File: src/rtl/divisor_freq_prog_pkg.sv
// Shared types and constants for the programmable frequency divider.
// Mode encoding, reference clock rate and channel-index width helper.
package divisor_freq_prog_pkg;

    typedef enum logic {
        MODE_PULSE  = 1'b0,
        MODE_SQUARE = 1'b1
    } mode_t;

    localparam int CLK_HZ = 50_000_000;

    function automatic int ch_width(input int n);
        return (n > 1) ? $clog2(n) : 1;
    endfunction

endpackage

File: src/rtl/divisor_freq_prog_if.sv
// Control/status bundle of the programmable divider.
// The master drives enables and configuration writes; the slave returns outputs.
interface divisor_freq_prog_if
    import divisor_freq_prog_pkg::*;
#(
    parameter int NUM_CH = 4,
    parameter int CNT_W  = 26
);
    localparam int CH_W = ch_width(NUM_CH);

    logic              en;
    logic              sync;
    logic              wr_en;
    logic [CH_W-1:0]   wr_ch;
    logic [CNT_W-1:0]  wr_div;
    logic              wr_mode;
    logic              wr_err;
    logic [NUM_CH-1:0] tick;
    logic [NUM_CH-1:0] f_out;

    modport master (
        output en, sync, wr_en, wr_ch, wr_div, wr_mode,
        input  wr_err, tick, f_out
    );

    modport slave (
        input  en, sync, wr_en, wr_ch, wr_div, wr_mode,
        output wr_err, tick, f_out
    );

endinterface

File: src/rtl/divisor_freq_prog_canal.sv
// One divider channel: counter, divisor and mode with registered tick/f_out.
// Priority: reset, load, clear, halt (D=0), enable.
module divisor_freq_prog_canal
    import divisor_freq_prog_pkg::*;
#(
    parameter int CNT_W       = 26,
    parameter int DEFAULT_DIV = 50000
) (
    input  logic             f_in,
    input  logic             reset,
    input  logic             en,
    input  logic             clr,
    input  logic             ld,
    input  logic [CNT_W-1:0] ld_div,
    input  mode_t            ld_mode,
    output logic             tick,
    output logic             f_out
);

    logic [CNT_W-1:0] cnt;
    logic [CNT_W-1:0] div;
    mode_t            mode;
    logic             wrap;

    assign wrap = (cnt == div - CNT_W'(1));

    always_ff @(posedge f_in) begin
        if (reset) begin
            cnt   <= '0;
            div   <= CNT_W'(DEFAULT_DIV);
            mode  <= MODE_PULSE;
            tick  <= 1'b0;
            f_out <= 1'b0;
        end else if (ld) begin
            div   <= ld_div;
            mode  <= ld_mode;
            cnt   <= '0;
            tick  <= 1'b0;
            f_out <= 1'b0;
        end else if (clr || div == '0) begin
            cnt   <= '0;
            tick  <= 1'b0;
            f_out <= 1'b0;
        end else if (!en) begin
            tick  <= 1'b0;
        end else if (wrap) begin
            cnt   <= '0;
            tick  <= (mode == MODE_PULSE);
            // In pulse mode f_out stays at the 0 it was cleared to on load
            if (mode == MODE_SQUARE) f_out <= ~f_out;
        end else begin
            cnt   <= cnt + CNT_W'(1);
            tick  <= 1'b0;
        end
    end

endmodule

File: src/rtl/divisor_freq_prog.sv
// Runtime-programmable multi-channel frequency divider.
// Decodes channel writes, broadcasts sync and flags out-of-range writes.
module divisor_freq_prog
    import divisor_freq_prog_pkg::*;
#(
    parameter int NUM_CH      = 4,
    parameter int CNT_W       = 26,
    parameter int DEFAULT_DIV = 50000
) (
    input logic               f_in,
    input logic               reset,
    divisor_freq_prog_if.slave bus
);

    localparam int CH_W = ch_width(NUM_CH);

    logic valid;

    assign valid = (32'(bus.wr_ch) < 32'(NUM_CH));

    always_ff @(posedge f_in) begin
        if (reset) begin
            bus.wr_err <= 1'b0;
        end else begin
            bus.wr_err <= bus.wr_en && !valid;
        end
    end

    for (genvar i = 0; i < NUM_CH; i++) begin : g_ch
        logic ld;

        assign ld = bus.wr_en && (bus.wr_ch == CH_W'(i));

        divisor_freq_prog_canal #(
            .CNT_W       (CNT_W),
            .DEFAULT_DIV (DEFAULT_DIV)
        ) u_canal (
            .f_in    (f_in),
            .reset   (reset),
            .en      (bus.en),
            .clr     (bus.sync),
            .ld      (ld),
            .ld_div  (bus.wr_div),
            .ld_mode (mode_t'(bus.wr_mode)),
            .tick    (bus.tick[i]),
            .f_out   (bus.f_out[i])
        );
    end

endmodule
File: src/flat_wrapper.sv
// flat-port wrapper written by rule: the top's interface ports become plain ports
module divisor_freq_prog_flat import divisor_freq_prog_pkg::*;
#(
    parameter int NUM_CH      = 4,
    parameter int CNT_W       = 26,
    parameter int DEFAULT_DIV = 50000
)
  (f_in, reset, bus_en, bus_sync, bus_wr_en, bus_wr_ch, bus_wr_div, bus_wr_mode, bus_wr_err, bus_tick, bus_f_out);
  divisor_freq_prog_if #(.NUM_CH(NUM_CH), .CNT_W(CNT_W)) bus_i ();
  input logic f_in;
  input logic reset;
  input wire logic [$bits(bus_i.en)-1:0] bus_en;
  input wire logic [$bits(bus_i.sync)-1:0] bus_sync;
  input wire logic [$bits(bus_i.wr_en)-1:0] bus_wr_en;
  input wire logic [$bits(bus_i.wr_ch)-1:0] bus_wr_ch;
  input wire logic [$bits(bus_i.wr_div)-1:0] bus_wr_div;
  input wire logic [$bits(bus_i.wr_mode)-1:0] bus_wr_mode;
  output wire logic [$bits(bus_i.wr_err)-1:0] bus_wr_err;
  output wire logic [$bits(bus_i.tick)-1:0] bus_tick;
  output wire logic [$bits(bus_i.f_out)-1:0] bus_f_out;
  assign bus_i.en = bus_en;
  assign bus_i.sync = bus_sync;
  assign bus_i.wr_en = bus_wr_en;
  assign bus_i.wr_ch = bus_wr_ch;
  assign bus_i.wr_div = bus_wr_div;
  assign bus_i.wr_mode = bus_wr_mode;
  assign bus_wr_err = bus_i.wr_err;
  assign bus_tick = bus_i.tick;
  assign bus_f_out = bus_i.f_out;
  divisor_freq_prog #(.NUM_CH(NUM_CH), .CNT_W(CNT_W), .DEFAULT_DIV(DEFAULT_DIV)) u_core (.f_in(f_in), .reset(reset), .bus(bus_i));
endmodule
File: config.mk
export PLATFORM = sky130hd
export DESIGN_NAME = divisor_freq_prog_flat
export DESIGN_NICKNAME = d
export VERILOG_FILES = /design/src/rtl/divisor_freq_prog_pkg.sv /design/src/rtl/divisor_freq_prog_if.sv /design/src/rtl/divisor_freq_prog_canal.sv /design/src/rtl/divisor_freq_prog.sv /design/src/flat_wrapper.sv
export SDC_FILE = /design/constraint.sdc
export NUM_CORES = 1
export LEC_CHECK = 0
export ABC_AREA = 1
export BUFFER_PORTS_ARGS = -buffer_cell sky130_fd_sc_hd__buf_2
export CAP_MARGIN = 0
export CORE_MARGIN = 3
export CORE_UTILIZATION = 50
export DETAILED_ROUTE_END_ITERATION = 6
export GPL_ROUTABILITY_DRIVEN = 0
export PLACE_DENSITY = 0.77
export RECOVER_POWER = 25
export SLEW_MARGIN = 30
export SYNTH_ARGS = -nofsm -noshare
export SYNTH_HDL_FRONTEND = slang
export SYNTH_SLANG_ARGS = --single-unit
File: constraint.sdc
create_clock -name f_in -period 6 [get_ports f_in]
set_clock_uncertainty 0.2 [all_clocks]
set_input_delay 0.6 -clock f_in [delete_from_list [all_inputs] [get_ports f_in]]
set_output_delay 0.6 -clock f_in [all_outputs]
set_load 0.01 [all_outputs]
-- Yosys cells after proc, flatten, opt, wreduce, memory -nomap -nowiden
Index checks and enable logic that the tools add are counted.
- flip-flop bits (word level): 220
- input bits: 34
- logic and storage cells: 77
- add/subtract/negate cells: 8
- equal/unequal tests: 7
- mux-type cells: 4
- bitwise operators: 13
- reductions and logical operators: 25
- operators with widths (kind ; number):
    26-bit by 1-bit adder with 26-bit output, second input constant ; 4
    26-bit == test ; 4
    26-bit zero test ; 4
    26-bit 2-to-1 mux ; 4
    26-bit by 1-bit subtractor with 26-bit output, second input constant ; 4
    5-bit OR reduction ; 4
    1-bit inverter ; 13
    3-bit AND reduction ; 4
    3-bit OR reduction ; 4
    2-bit == test, second input constant ; 2
    1-bit logical AND ; 4
    1-bit logical OR ; 4
    2-bit by 1-bit == test with 1-bit output, second input constant ; 1
    2-bit zero test ; 1

-- Longest topological paths before layout
Gate-level depths: netlist of run 1.
- depth after elaboration: 4
- gate-level depth with buffers: 19
- depth with buffers taken out: 19

-- Hierarchy
From an unflattened synthesis of run 1, not the netlist that was laid out.
- cells, all modules: 2414
- area total of the unflattened synthesis: 15280.9 sq um
- by module, submodules not included (module ; instances ; cells an instance ; area each (sq um) ; seq. area each (sq um)):
    divisor_freq_prog_canal ; 4 ; 601 ; 3809.9 ; 1101.1
    divisor_freq_prog ; 1 ; 10 ; 41.3 ; 0.0

-- Least setup slack after synthesis of run 1
No wires, ideal clock.
- path type: register -> register
- from: register u_core.g_ch[2].u_canal.div[0]
- to: register u_core.g_ch[2].u_canal.cnt[16]
- library setup time: 121 ps
- arrival: 1956 ps
- slack: 3723 ps
- cell stages (with the launch flop): 17
- cell sequence: dfxtp_1 inv_1 ha_1 nand2_1 nor2_2 nand3_1 nand2_1 nand2_1 nor2_1 nand2_1 nor2_1 nand3_1 nor2_4 nand2_4 nand2_8 buf_12 nor2_4
- cells in the longest elaborated chain, start to end: 3
- elaborated cells on any way between the ends: 6
- RTL lines (element ; line ; text):
    from (decl) ; divisor_freq_prog_canal.sv:21 ; logic [CNT_W-1:0] div;
    from (signal assigned) ; divisor_freq_prog_canal.sv:30 ; div <= CNT_W'(DEFAULT_DIV);
    from (signal assigned) ; divisor_freq_prog_canal.sv:35 ; div <= ld_div;
    26-bit by 1-bit subtractor with 26-bit output or 26-bit zero test (tied branches) ; divisor_freq_prog_canal.sv:25, divisor_freq_prog_canal.sv:40 ;
    26-bit == test or 1-bit logical OR (tied branches) ; divisor_freq_prog_canal.sv:25, divisor_freq_prog_canal.sv:40 ;
    26-bit 2-to-1 mux or 3-bit OR reduction (tied branches) ; n/a ;
    to (signal assigned) ; divisor_freq_prog_canal.sv:52 ; cnt <= cnt + CNT_W'(1);
    to (decl) ; divisor_freq_prog_canal.sv:20 ; logic [CNT_W-1:0] cnt;
Several ways; a longest one is shown, not always the timed one.
A chain may end at the register's enable or synchronous reset.

==> flow_summary.toml, run 1 <==
[drt]
finalWirelength_um = 38000
vias = 13800
ant_nets = 0
wl_per_cell_um = 14.6
drcViolationCount = 0
viasPerCell = 5.29
first_iter_violations = 1148
dr.pass1.iters = 6

[layout]
fillCellCount = 2640
synthToLayoutAreaGrowth_pct = 8.89
layout_common_cells = "nand2_1, nor2_1, inv_1"
layout.cells.most_common = "nand2_1"
antenna_cells = 0
nets = 2261
multi_input_area_mm2 = 0.00830
drive_gt1_share_pct = 7.24
seq_area_mm2 = 0.00440

[setup_path]
r2r_slack_ps = 3220
path_class = "in2reg"
cp-end-kind = "flop"
crit_arrival_ps = 4200
required_ps = 6250
cp-start-kind = "primary input"
path_max_fanout = 85

[floorplanning]
num_rows = 60
chipWidth_um = 173
core_mm2 = 0.0273
ioPinCount = 43
dieArea_mm2 = 0.0301
start_util_pct = 51.4
die_h_um = 173

[clocking]
cts_tree = "built"
clockRootBuffer = "clkbuf_16"
numCtsBuffers = 25
post-cts-setup-buffer-count = 0
htreeDepth = 1
clock-sinks = 220
clk_latency_ps = 540
ctsHoldBuffers = 0
clk_pin_slew_worst_paths_ps = 60
cts.path.max_buffers = 3
cts-resized-gates = 0

[global_route]
top_usage_layer = "met2"
grt_first_pass_wirelength_um = 63000
overflow = 0
met2_usage_pct = 40.7
grt_util_met1_pct = 33.3
grt_usage_pct = 24.9
antenna_found_initial = 0
grt_max_degree = 86
met3_usage_pct = 3.04
first_global_vias = 12900

[power_and_ir_drop]
power_density_mw_per_mm2 = 235
p_leak_nw = 6.51
p_seq_share_pct = 43.4
switching_share_pct = 26.5
p_comb_share_pct = 10.6
p_int_mw = 2.63
netSwitchingPower_mw = 0.948
clock_power_share_pct = 46.1
worst_ir_drop_vdd_uv = 166

[synthesis]
syn_area_mm2 = 0.0140
syn_area_per_cell_um2 = 6.36
synthSimpleGateAreaFrac_pct = 40.7
async_reset_ff_share_pct = 0
synth_xor_area_share_pct = 10.3
yosysWarningCount = 0
synthCells = 2202
yosysSeqAreaShare_pct = 31.4
synthAdderAreaFrac_pct = 0.714
synth_seq_cells = 220
synth-edff-count = 0
synth_compound_area_share_pct = 7.55
synth-main-ff-cell = "dfxtp_1"
synth_fp_nets = 2244
synth_top_family_by_area = "simple AND/OR/NAND/NOR gates"
synth_cell_types = 44
yosys-mux-area-fraction_pct = 0

[placed_design]
dp_hpwl_um = 29000
io_buffers = 41

[sta]
fmax_ghz = 0.253
fin_crit_sh_pct = 65.9
tightestPinTransition_ps = 3030
finalHoldViolCount = 0
slew_viol_final = 86
timing.hold.ws_ps = 184
final.min_clock_period_ps = 3950
relSlewSlack_pct = -102
tns_ps = 0
setup_viol = 0
grt_setup_unrepaired = "no"

[hold_path]
holdCritPathClass = "in2reg"

[outcome]
failed_checks = "capacitance limit, slew limit"
status = "finished with violations"

[job]
drv_cap = 1
[flip-flops by register name (all words and copies together), names as in the netlist]
signal / cells
u_core.g_ch.u_canal.div: 104
u_core.g_ch.u_canal.mode: 4
u_core.g_ch.u_canal.f_out: 4
u_core.g_ch.u_canal.tick: 4
u_core.g_ch.u_canal.cnt: 104
[power by group through the flow]
stage / combinational, mW / sequential, mW / clock (mW)
floorplan: 0.283 / 1.57 / 0
global placement: 0.362 / 1.58 / 0
detailed placement: 0.372 / 1.58 / 0
CTS: 0.374 / 1.55 / 1.67
global route: 0.428 / 1.56 / 1.73
finish: 0.378 / 1.55 / 1.65
[through the flow]
| stage | util [%] | instances | setup slack [ps] | area [um2] | power, mW |
|---|---|---|---|---|---|
| after CTS | 56.1 | 2609 | 3250 | 15300 | 3.59 |
| final | 56.0 | 2609 | 2050 | 15300 | 3.58 |
| after global routing | 56.0 | 2609 | 1540 | 15300 | 3.72 |
| after floorplan | - | 2202 | 3720 | 14000 | 1.85 |
| after global placement | 52.9 | 2564 | 2920 | 14400 | 1.94 |
| after detailed placement | 52.9 | 2564 | 2800 | 14400 | 1.95 |
[final cells by class]
type | instances | area share (%)
Clock buffer | 30 | 4.35
Clock inverter | 15 | 1.44
Inverter | 257 | 6.32
Multi-Input combinational cell | 1666 | 54.4
Sequential cell | 220 | 28.9
Tap cell | 372 | 3.05
Timing Repair Buffer | 49 | 1.55
[path summary, 6_finish.rpt]
check,startpoint,end,cells past startpoint
min,bus_wr_div[8],u_core.g_ch[2].u_canal.div[8],3
min reg2reg,u_core.g_ch[0].u_canal.div[1],u_core.g_ch[0].u_canal.div[1],2
max reg2reg,u_core.g_ch[0].u_canal.div[0],u_core.g_ch[0].u_canal.cnt[22],15
max,reset,u_core.g_ch[2].u_canal.div[23],5
[synth_stat cells, types with 2 or more instances]
library cell  instances  area (um2)
nand3_1             133         666
nor3_1               45         225
ha_1                  8         100
clkbuf_1             35         131
xor2_1              105         920
nand4_1              49         307
buf_1                 2        7.51
xnor2_1              52         455
and3_1                3        18.8
and2_1                5        31.3
o21bai_1              4        30.0
inv_2                 6        22.5
nor2_2               36         225
buf_6                 8        90.1
or2_2                 4        25.0
a21oi_1              64         320
clkinv_1              3        11.3
nor2_4               19         214
o22ai_1               2        12.5
dfxtp_1             220        4400
nand2_4               4        45.0
nand2_2               9        56.3
inv_1               248         931
nand3_2               5        50.1
buf_2                 2        10.0
nand2_1             549        2060
o211ai_1             16         120
buf_4                10        75.1
nor2_1              402        1510
o21a_1                2        15.0
o21ai_0             107         536
nand3b_1             19         143
xnor3_1               3        67.6
nor4_1               13        81.3
[layer usage]
| metal | part of all wire, % | routed length, um | vias to the layer above |
|---|---|---|---|
| li1 | - | - | 6968 |
| met2 | 45 | 17100 | 461 |
| met5 | 0 | 0 | - |
| met3 | 6.9 | 2620 | 94 |
| met1 | 44 | 16700 | 6279 |
| met4 | 4.1 | 1550 | 0 |
[worst max-delay path, cell delays in order]
cell,delay [ps]
clkbuf_1,210
inv_1,440
clkbuf_1,2170
o21ai_0,450
a21oi_1,290
[kinds of logic (layout without fill, tap and decap cells)]
logic type	after synthesis	in the layout
other	1	1
adder cells (fa/ha/maj)	8	8
buffers and inverters	316	351
AO/OA/AOI/OAI	198	198
AND/OR/NAND/NOR	1299	1299
XOR/XNOR	160	160
flip-flops	220	220
No activity file was read; power rests on OpenSTA's default activity.
==> run 2: changes to the inputs <==
==> constraint.sdc (replaced) <==
create_clock -name f_in -period 4.1 [get_ports f_in]
set_clock_uncertainty 0.2 [all_clocks]
set_input_delay 0.41 -clock f_in [delete_from_list [all_inputs] [get_ports f_in]]
set_output_delay 0.41 -clock f_in [all_outputs]
set_load 0.01 [all_outputs]
==> flow_summary.toml, run 2 (synthesized netlist as in run 1, its figures left out) <==
[outcome]
status = "finished with violations"
failed_checks = "capacitance limit, slew limit"

[floorplanning]
ioPinCount = 43
dieArea_mm2 = 0.0301
die_h_um = 173
core_mm2 = 0.0273
start_util_pct = 51.4
num_rows = 60
chipWidth_um = 173

[setup_path]
cp-end-kind = "flop"
path_common_cell = "nand2_1"
cp-start-kind = "flop"
path_max_fanout = 25
required_ps = 4300
critPathSlowestCell = "nor4_1"
path_buf_inv = 1
r2r_slack_ps = 1270
slowest_delay_ps = 550
cp_cell_sequence = "inv_1 > ha_1 > nand2_1 > nor2_4 > nand3b_1 > nor4_1 > nand2_1 > nand2_1 > nor2_1 > nand2_4 > nor2_1"
path_class = "reg2reg"
crit_arrival_ps = 3030
cp_top_family = "simple AND/OR/NAND/NOR gates"

[drt]
finalWirelength_um = 37600
wl_per_cell_um = 14.4
first_iter_violations = 1253
highest_layer = "met4"
ant_nets = 0
dr.pass1.iters = 7
routed-wl-met3_um = 2330
wl_met2_um = 16800
vias = 13800
drcViolationCount = 0
wl_met1_um = 16900
viasPerCell = 5.27

[layout]
antenna_cells = 0
layout_common_cells = "nand2_1, nor2_1, inv_1"
fillCellCount = 2609
nets = 2264
finalNonFillerCells = 2609
largest_registers = "u_core.g_ch.u_canal.cnt: 104 flops, u_core.g_ch.u_canal.div: 104 flops"
synthToLayoutAreaGrowth_pct = 8.57
drive_gt1_share_pct = 7.55
layout.cells.most_common = "nand2_1"

[power_and_ir_drop]
finalPower_mw = 4.98
power_density_mw_per_mm2 = 327
worst_ir_drop_vdd_uv = 278
p_leak_nw = 6.54

[clocking]
cts.path.max_buffers = 3
clockRootBuffer = "clkbuf_16"
numCtsBuffers = 25
cts_tree = "built"
post-cts-setup-buffer-count = 0
clock-sinks = 220
cts-resized-gates = 0
htreeDepth = 1
clk_pin_slew_worst_paths_ps = 60
clk_latency_ps = 520
ctsHoldBuffers = 1

[global_route]
antenna_found_initial = 0
first_global_vias = 12700
overflow = 0
grt_first_pass_wirelength_um = 61600
grt_usage_pct = 24.3
grt_max_degree = 66

[sta]
setup_viol = 0
tns_ps = 0
tightestPinTransition_ps = 1610
relSlewSlack_pct = -7.68
grt_setup_unrepaired = "no"
finalHoldViolCount = 0
fmax_ghz = 0.353
fin_crit_sh_pct = 69.1
final.min_clock_period_ps = 2830
slew_viol_final = 66
postLayoutSetupSlackWorst_ps = 1270

[placed_design]
io_buffers = 41
dp_hpwl_um = 28800
post-place-cells = 2566
dp_slack_ps = 1360

[hold_path]
holdCritPathClass = "in2reg"

[job]
drv_cap = 1
==> run 2: cell types whose count changed in the layout (fill, tap and decap cells not counted), sizes merged <==
cell / change
bufinv: -4
inv: -1
clkinv: -3
clkbuf: -3
clkinvlp: -3
dlygate4sd3: +1
buf: +13
==> run 2: tightest hold or removal path: cells and delay by family <==
family / cells / cell delay [ps]
buffers and inverters: 1 / 150
and+or+nand+nor: 2 / 150
==> run 2: metal layers <==
metal,up-vias,GRT usage (%)
met5,-,0
li1,6977,-
met4,0,9.90
met1,6270,32.8
met2,425,39.6
met3,83,2.83
==> run 2: final timing paths <==
kind	start	endpoint	cells after the start
worst max-delay path	u_core.g_ch[0].u_canal.div[0]	u_core.g_ch[0].u_canal.cnt[16]	11
worst min register to register	u_core.g_ch[0].u_canal.f_out	u_core.g_ch[0].u_canal.f_out	2
worst max register to register	u_core.g_ch[0].u_canal.div[0]	u_core.g_ch[0].u_canal.cnt[16]	11
worst min-delay path	bus_wr_div[25]	u_core.g_ch[3].u_canal.div[25]	3
==> run 2: layout make-up <==
class                      instances  area, um2  area share (%)
clock buffer                      38        744            4.89
clock inverter                     4       45.0           0.296
timing repair buffer              52        285            1.88
multi-input combinational       1666       8300            54.6
inverter                         257        965            6.34
tap                              372        465            3.06
sequential                       220       4400            28.9
==> run 2: power breakdown <==
| part | internal (mW) | switching [mW] | total (mW) |
|---|---|---|---|
| Sequential | 2.20 | 0.0738 | 2.27 |
| Clock | 1.30 | 0.859 | 2.16 |
| Combinational | 0.182 | 0.371 | 0.554 |
==> run 2: stage by stage <==
stage	cell area (um2)	hold slack, ps	utilization (%)
after CTS	15200	1.14	55.8
after floorplan	14000	217	-
after global routing	15200	13.7	55.8
after detailed placement	14400	263	52.9
final	15200	23.2	55.8
after global placement	14400	263	52.9
==> run 3: changes to the inputs <==
==> constraint.sdc (replaced) <==
create_clock -name f_in -period 2.8 [get_ports f_in]
set_clock_uncertainty 0.2 [all_clocks]
set_input_delay 0.28 -clock f_in [delete_from_list [all_inputs] [get_ports f_in]]
set_output_delay 0.28 -clock f_in [all_outputs]
set_load 0.01 [all_outputs]
==> flow_summary.toml, run 3 (synthesized netlist as in run 1, its figures left out) <==
[outcome]
status = "completed"

[layout]
nets = 2300
seq_area_mm2 = 0.00440
multi_input_area_mm2 = 0.00843
largest_registers = "u_core.g_ch.u_canal.cnt: 104 flops, u_core.g_ch.u_canal.div: 104 flops"
layout_common_cells = "nand2_1, nor2_1, inv_1"
layout.cells.most_common = "nand2_1"
fillCellCount = 2554
antenna_cells = 0
synthToLayoutAreaGrowth_pct = 12.6
drive_gt1_share_pct = 8.00

[setup_path]
cp-start-kind = "flop"
required_ps = 3020
critPathSlowestCell = "nor2_2"
cp-end-kind = "flop"
path_buf_inv = 2
path_max_fanout = 6
crit_arrival_ps = 2980
path_common_cell = "nand2_1"
cp_top_family = "simple AND/OR/NAND/NOR gates"
cp_cell_sequence = "inv_1 > ha_1 > nand2_1 > nor2_4 > nand3b_1 > nor4_1 > nand2_1 > nand2_1 > nor2_2 > inv_1 > nor3_1"
path_class = "reg2reg"
slowest_delay_ps = 620

[power_and_ir_drop]
p_leak_nw = 6.73
clock_power_share_pct = 46.7
power_density_mw_per_mm2 = 499
p_int_mw = 5.84
finalPower_mw = 7.87
worst_ir_drop_vdd_uv = 332
p_comb_share_pct = 11.1
switching_share_pct = 25.7
p_seq_share_pct = 42.3
netSwitchingPower_mw = 2.02

[drt]
dr.pass1.iters = 5
viasPerCell = 5.25
vias = 13900
first_iter_violations = 1286
ant_nets = 0
drcViolationCount = 0
wl_per_cell_um = 14.7
finalWirelength_um = 39000

[placed_design]
io_buffers = 41
dp_hpwl_um = 28900

[clocking]
htreeDepth = 1
cts.path.max_buffers = 3
clk_pin_slew_worst_paths_ps = 60
cts_tree = "built"
clockRootBuffer = "clkbuf_16"
numCtsBuffers = 25
clock-sinks = 220
clk_latency_ps = 530

[floorplanning]
core_mm2 = 0.0273
die_h_um = 173
chipWidth_um = 173
start_util_pct = 51.4
dieArea_mm2 = 0.0301
num_rows = 60
ioPinCount = 43

[sta]
final.min_clock_period_ps = 2760
relSlewSlack_pct = 10.3
finalHoldViolCount = 0
fmax_ghz = 0.363
timing.hold.ws_ps = 19.0
fin_crit_sh_pct = 98.4
grt_setup_unrepaired = "yes"
setup_viol = 0
tightestPinTransition_ps = 1340
slew_viol_final = 0

[global_route]
grt_usage_pct = 24.8
grt_max_degree = 55
grt_first_pass_wirelength_um = 63100
antenna_found_initial = 0
overflow = 0
first_global_vias = 12900

[hold_path]
holdCritPathClass = "in2reg"

[job]
drv_cap = 0
-- run 3: cell types whose count changed in the layout (fill, tap and decap cells not counted), moves of 5 or more --
cell / change
clkbuf_8: -5
nand2_8: +5
bufinv_16: +6
dlygate4sd3_1: +28
buf_2: -8
-- run 3: worst register-to-register path: stages, from the launching register on --
cell and delay [ps]:
dfxtp_1 330, inv_1 90, ha_1 240, nand2_1 170
nor2_4 90, nand3b_1 190, nor4_1 110, nand2_1 70
nand2_1 60, nor2_2 620, inv_1 200, nor3_1 290
-- run 3: per-layer routing --
metal / vias up / global-route usage [%] / wire length, um
li1: 7055 / - / -
met1: 6267 / 32.9 / 17100
met2: 477 / 40.6 / 17500
met3: 106 / 3.79 / 2660
met4: 0 / 10.0 / 1680
met5: - / 0 / 0
-- run 3: final timing paths --
check | cells after the start | startpoint | slack (ps) | endpoint
min | 4 | bus_en | 20 | u_core.g_ch[0].u_canal.cnt[3]
min reg2reg | 2 | u_core.g_ch[0].u_canal.f_out | 280 | u_core.g_ch[0].u_canal.f_out
max | 11 | u_core.g_ch[0].u_canal.div[0] | 40 | u_core.g_ch[0].u_canal.tick
max reg2reg | 11 | u_core.g_ch[0].u_canal.div[0] | 40 | u_core.g_ch[0].u_canal.tick
-- run 3: final cells by class --
type                    instances  share of cell area [%]
clock inverters                16                    1.67
inverters                     257                    6.11
well taps                     372                    2.95
clock buffers                  28                    4.16
flip-flops and latches        220                    27.9
repair buffers                 84                    3.79
multi-input cells            1670                    53.4
-- run 3: through the flow --
step | cell area (um2) | cells | setup slack, ps | utilization, % | TNS [ps]
after floorplan | 14000 | 2202 | 523 | - | 0
after global placement | 14500 | 2569 | 180 | 53.0 | 0
after detailed placement | 14500 | 2569 | 73.5 | 53.0 | 0
after CTS | 15700 | 2642 | 37.9 | 57.5 | 0
after global routing | 15800 | 2647 | -54.0 | 57.9 | -573
final | 15800 | 2647 | 44.9 | 57.9 | 0
-- run 3: repair_timing --
| action | 4_1_cts | 5_1_grt |
|---|---|---|
| endpoints found under the hold margin | 103 | 0 |
| buffers inserted | 0 | 1 |
| endpoints found under the setup margin | 0 | 87 |
| gates resized for setup | 0 | 15 |
| hold buffers | 29 | 0 |
-- run 3: power by group through the flow --
stage	clock, mW	sequential [mW]	combinational (mW)
CTS	3.72	3.32	0.840
global route	3.85	3.33	0.976
global placement	0	3.39	0.787
floorplan	0	3.35	0.607
finish	3.67	3.33	0.870
detailed placement	0	3.39	0.803
